===== src/rtl/if_stage.sv =====
// Instruction fetch stage: program counter, combinational instruction memory
// address, and the IF/ID pipeline register with stall, flush and redirect handling.
// Optional feature macro: IF_MISALIGN_CHECK_EN (aligns redirect targets and flags
// misaligned ones on misalign_o).
module if_stage #(
    parameter logic [31:0] RESET_PC  = 32'h0000_0000,
    parameter logic [31:0] NOP_INSTR = 32'h0000_0013
) (
    input  logic        clk_i,
    input  logic        rst_i,
    input  logic        stall_i,
    input  logic        flush_i,
    input  logic        redirect_i,
    input  logic [31:0] redirect_pc_i,
    output logic [31:0] imem_addr_o,
    input  logic [31:0] imem_instr_i,
    output logic [31:0] pc_o,
    output logic [31:0] ifid_pc_o,
    output logic [31:0] ifid_pc4_o,
    output logic [31:0] ifid_instr_o,
    output logic        ifid_valid_o,
    output logic        misalign_o
);

    logic [31:0] pc_q, pc_d;
    logic [31:0] ifid_pc_q, ifid_pc_d;
    logic [31:0] ifid_pc4_q, ifid_pc4_d;
    logic [31:0] ifid_instr_q, ifid_instr_d;
    logic        ifid_valid_q, ifid_valid_d;
    logic [31:0] pc_plus4;
    logic [31:0] redirect_tgt;

    assign pc_plus4 = pc_q + 32'd4;

`ifdef IF_MISALIGN_CHECK_EN
    logic misalign_q, misalign_d;

    // Force word alignment of the target; the flag records that we had to.
    assign redirect_tgt = {redirect_pc_i[31:2], 2'b00};
    assign misalign_d   = redirect_i && (redirect_pc_i[1:0] != 2'b00);

    // Misalign flag register: one-cycle pulse after an offending redirect.
    always_ff @(posedge clk_i) begin
        if (rst_i) begin
            misalign_q <= 1'b0;
        end else begin
            misalign_q <= misalign_d;
        end
    end

    assign misalign_o = misalign_q;
`else
    assign redirect_tgt = redirect_pc_i;
    assign misalign_o   = 1'b0;
`endif

    // Next-state selection: redirect > flush > stall > normal fetch.
    always_comb begin
        pc_d         = pc_q;
        ifid_pc_d    = ifid_pc_q;
        ifid_pc4_d   = ifid_pc4_q;
        ifid_instr_d = ifid_instr_q;
        ifid_valid_d = ifid_valid_q;
        if (redirect_i) begin
            pc_d         = redirect_tgt;
            ifid_pc_d    = 32'd0;
            ifid_pc4_d   = 32'd0;
            ifid_instr_d = NOP_INSTR;
            ifid_valid_d = 1'b0;
        end else if (flush_i) begin
            ifid_pc_d    = 32'd0;
            ifid_pc4_d   = 32'd0;
            ifid_instr_d = NOP_INSTR;
            ifid_valid_d = 1'b0;
            // A concurrent stall still freezes the PC.
            if (!stall_i) begin
                pc_d = pc_plus4;
            end
        end else if (!stall_i) begin
            pc_d         = pc_plus4;
            ifid_pc_d    = pc_q;
            ifid_pc4_d   = pc_plus4;
            ifid_instr_d = imem_instr_i;
            ifid_valid_d = 1'b1;
        end
    end

    // PC and IF/ID registers with synchronous reset to the bubble state.
    always_ff @(posedge clk_i) begin
        if (rst_i) begin
            pc_q         <= RESET_PC;
            ifid_pc_q    <= 32'd0;
            ifid_pc4_q   <= 32'd0;
            ifid_instr_q <= NOP_INSTR;
            ifid_valid_q <= 1'b0;
        end else begin
            pc_q         <= pc_d;
            ifid_pc_q    <= ifid_pc_d;
            ifid_pc4_q   <= ifid_pc4_d;
            ifid_instr_q <= ifid_instr_d;
            ifid_valid_q <= ifid_valid_d;
        end
    end

    assign pc_o         = pc_q;
    assign imem_addr_o  = pc_q;
    assign ifid_pc_o    = ifid_pc_q;
    assign ifid_pc4_o   = ifid_pc4_q;
    assign ifid_instr_o = ifid_instr_q;
    assign ifid_valid_o = ifid_valid_q;

endmodule


===== config.mk =====
export PLATFORM = sky130hd
export DESIGN_NAME = if_stage
export DESIGN_NICKNAME = d
export VERILOG_FILES = /design/src/rtl/if_stage.sv
export SDC_FILE = /design/constraint.sdc
export NUM_CORES = 1
export LEC_CHECK = 0
export CAP_MARGIN = 10
export CORE_ASPECT_RATIO = 1.4
export CORE_UTILIZATION = 45
export CTS_CLUSTER_SIZE = 25
export DETAILED_ROUTE_END_ITERATION = 6
export PLACE_DENSITY = 0.81
export SYNTH_ARGS = -nofsm -noshare
export SYNTH_HDL_FRONTEND = slang
export SYNTH_SLANG_ARGS = --single-unit

===== constraint.sdc =====
create_clock -name clk_i -period 2.5 [get_ports clk_i]
set_input_delay 0.5 -clock clk_i [delete_from_list [all_inputs] [get_ports clk_i]]
set_output_delay 0.5 -clock clk_i [all_outputs]
set_load 0.01 [all_outputs]

# Word-level counts from Yosys, hierarchy flattened
# Index checks and enable logic that the tools add are counted.
[op_classes] n_reduce_logical=1 n_eq_ne=1 n_mux=2 addsub=1
[op_table] operator="$mux W32" n=2
[op_table] operator="$add A32 B3 Y32 const B" n=1
[op_table] operator="$reduce_or A3 Y1" n=1
[op_table] operator="$ne A2 B1 Y1 const B" n=1
[word_totals] ff_bits=129 input_bits=69 output_inout_bits=162 word_cells=10

# Depth between registers and ports, before layout
[logic_depth] word_depth=3 ltp_mapped=7 depth_no_buf=5

# Least setup slack after synthesis
# Ideal clock, no wire load.
[synth_timing] path_kind="flip-flop to flip-flop" startpoint="reg pc_q[2], in the netlist imem_addr_o[2]" endpoint="reg pc_q[22], in the netlist imem_addr_o[22]" path_slack_ns=0.572 setup_time_ns=0.079 path_stages_with_launch=7 period_less_slack_ns=1.928 path_buffers=1 required_time_ns=2.421 arrival_time_ns=1.849 path_cell_list="dfxtp_1 -> ha_1 -> and3_1 -> nand3_1 -> clkbuf_1 -> or4b_1 -> o211ai_1"
[synth_via] elab_chain_cells=3
[synth_rtl] element="start, declared" line_no="25" text="logic [31:0] pc_q, pc_d;"
[synth_rtl] element="start signal, assigned" line_no="97" text="pc_q <= pc_d;"
[synth_rtl] element="$add A32 B3 Y32" line_no="33" text="assign pc_plus4 = pc_q + 32'd4;"
[synth_rtl] element="$mux W32" line_no="76, 79"
[synth_rtl] element="$mux W32" line_no="64" text="if (redirect_i) begin"
# No other way between the ends. The select of a mux whose other input is x is not followed.
# A chain may end at the register's enable or synchronous reset.

# Final worst setup path
[layout_timing] startpoint="reg pc_q[2], in the netlist imem_addr_o[2]" endpoint="reg pc_q[24], in the netlist imem_addr_o[24]"
# Same word-level chain as after synthesis.

==> out/results.tsv <==
metric	value	unit
fin_setup_tns	0	ps
stdcell_count	1081	
first_iter_violations	458	
tightest_slew	645.6	ps
crit_buf_inv	0	
holdWs	459.6	ps
synth.avg_cell_area	8.864	µm²
numCtsBuffers	17	
num-fill-cells	1080	
synthDistinctLibCells	59	
dr.pass1.iters	5	
grt_pass1_wl	29.41	mm
globalplace.congestion	0.8801	
hold_path.class	register to register	
via_count	6021	
vdd_drop_max	429.7	µV
die_y	140.5	µm
crit_path_end_kind	register	
synth.top_cells.by_count	127 x dfxtp_1, 96 x nor2_1, 58 x mux2i_1, 47 x buf_4, 32 x o21ai_0	
relSlewSlack	0.5656	
hold_viol_final	0	
cts_setup_buffers	0	
globalRoute.totalOverflow	0	
crit_path_max_incr_delay	630	ps
antenna_cells	0	
yosysTopAreaCell	dfxtp_1	
critPathKind	register to register	
dpl.hpwl	13.13	mm
path_max_fanout	12	
setup_viol	0	
grt_max_degree	61	
placementRows	50	
cpMaxStageDelayCell	or4_1	
dp.cells	1049	
io_pins	231	
cap_violations	0	
synth.most_common_cell	dfxtp_1	
drc_errors	0	
synth_fp_nets	766	
hold_buffers	0	
rsz0062_at_grt	false	
final_nets	956	
p_leak	3.360	nW
synthFlopType	dfxtp_1	
clock_latency	420	ps
synthesis.area	6170	µm²
core	13390	µm²
status	finished clean	
fin_skew	6.801	ps
dieArea	14190	µm²
initial_core_util	0.4608	
ys_seq_elements	127	
finalInstanceArea	9091	µm²
ant_nets	0	
area_growth	47.35	%
max_freq	453.2	MHz
yosys_warnings	0	
synth.area.top_cells	dfxtp_1 41%, mux2i_1 9.4%, nor2_1 5.8%, buf_4 5.7%, o21ai_0 2.6%	
finalCriticalPeriod	2206	ps
vias_per_cell	5.570	
grt_pass1_vias	5503	
drive_gt1_frac	0.1057	
synth_cells	696	
antenna_found_initial	0	
clock-sinks	127	
synth_top_area_share	0.4121	
async_flop_share	0	
synth_edf_count	0	
htree_levels	4	
grt_use_total	0.2679	
crit_chain	ha_1 -> and3_1 -> nand3_1 -> or4_1 -> a311oi_1	
cts_resized	0	
critical-path-top-delay-family	simple AND/OR/NAND/NOR gates	
power_density	614.1	nW/µm²
start_kind	register	
clkTransAtPathRegs	60	ps
root_buffer	clkbuf_16	
ys_seq_area_frac	0.4121	
clock_path_buffers	2	
fin_crit_sh	0.8825	
required	2830	ps
routedWlPerCell	17.53	µm
cts_tree	done	
wl	18.95	mm
fp.dieW	101.0	µm
place_area	8451	µm²
portBuffers	229	
arrival	2530	ps
finalMaxSlewViolations	0	
[power by group]
group          internal [mW]  switching [mW]  leakage (nW)
sequential              2.09          0.0765          1.03
clock                   1.71           0.972         0.308
combinational          0.400           0.337          2.02
total                   4.20            1.38          3.36
[layer usage]
layer	up-vias	routed length, µm	global-route usage
met5	-	0	0
li1	2842	-	-
met3	52	1512	0.07036
met2	305	9447	0.4423
met4	0	771	0.1472
met1	2822	7220	0.3128
[through the flow]
stage          utilization  setup WS (ps)  power, mW
2_1_floorplan            -          572.5      2.584
3_3_place_gp        0.6312          351.0      2.924
3_5_place_dp        0.6312          308.2      2.931
4_1_cts             0.6791          298.0      5.611
5_1_grt             0.6791          151.8      5.770
6_report            0.6791          293.7      5.583
[cells by family after synthesis]
| family | Yosys count | share of synthesized area |
|---|---|---|
| simple gates | 253 | 0.2279 |
| compound gates | 127 | 0.1341 |
| flops | 127 | 0.4121 |
| buf+inv | 108 | 0.09937 |
| mux | 58 | 0.09410 |
| xor+xnor | 21 | 0.02981 |
| fa+ha+maj | 1 | 0.002028 |
| other cells | 1 | 0.0006078 |
[cell type report]
| cell class | instances | area (µm²) | share of cell area |
|---|---|---|---|
| tap | 182 | 227.7 | 0.02505 |
| sequential | 127 | 2542 | 0.2797 |
| clock buffer | 18 | 439.2 | 0.04831 |
| clock inverter | 14 | 201.4 | 0.02216 |
| multi-input combinational | 461 | 3020 | 0.3322 |
| timing repair buffer | 271 | 2630 | 0.2893 |
| inverter | 8 | 30.03 | 0.003303 |
[cell usage in the layout, fill, tap and decap left out, drive strengths merged, types with 12 or more instances in the layout]
| cell type | Yosys | routed |
|---|---|---|
| clkdlybuf4s50 | 0 | 228 |
| dfxtp | 127 | 127 |
| nor2 | 96 | 96 |
| mux2i | 58 | 58 |
| buf | 70 | 43 |
| o21ai | 32 | 32 |
| a21oi | 28 | 28 |
| nand2 | 28 | 28 |
| nand4 | 19 | 19 |
| clkbuf | 30 | 18 |
| a211oi | 16 | 16 |
| xnor2 | 15 | 15 |
| nand3 | 15 | 15 |
| a311oi | 14 | 14 |
| nor3 | 14 | 14 |
| and4 | 13 | 13 |
| nor4 | 13 | 13 |
| inv | 7 | 12 |
[sequential cells by signal, indices dropped and copies added (netlist names)]
register and cells:
ifid_instr_o 32, ifid_pc4_o 30, imem_addr_o 32, ifid_valid_o 1, ifid_pc_o 32
[worst register-to-register path: cells and delay by family, from the launching register on]
kind | cells | cell delay, ps
simple gates | 3 | 1270
flops | 1 | 350
fa+ha+maj | 1 | 240
compound gates | 1 | 260
[worst paths after layout]
check | to | from | slack [ps] | cells past startpoint
max | imem_addr_o[24] | imem_addr_o[2] | 290 | 5
min | ifid_valid_o | ifid_valid_o | 460 | 1
max reg2reg | imem_addr_o[24] | imem_addr_o[2] | 290 | 5
min reg2reg | ifid_valid_o | ifid_valid_o | 460 | 1
Note: power is estimated with default switching activity, not from simulation.
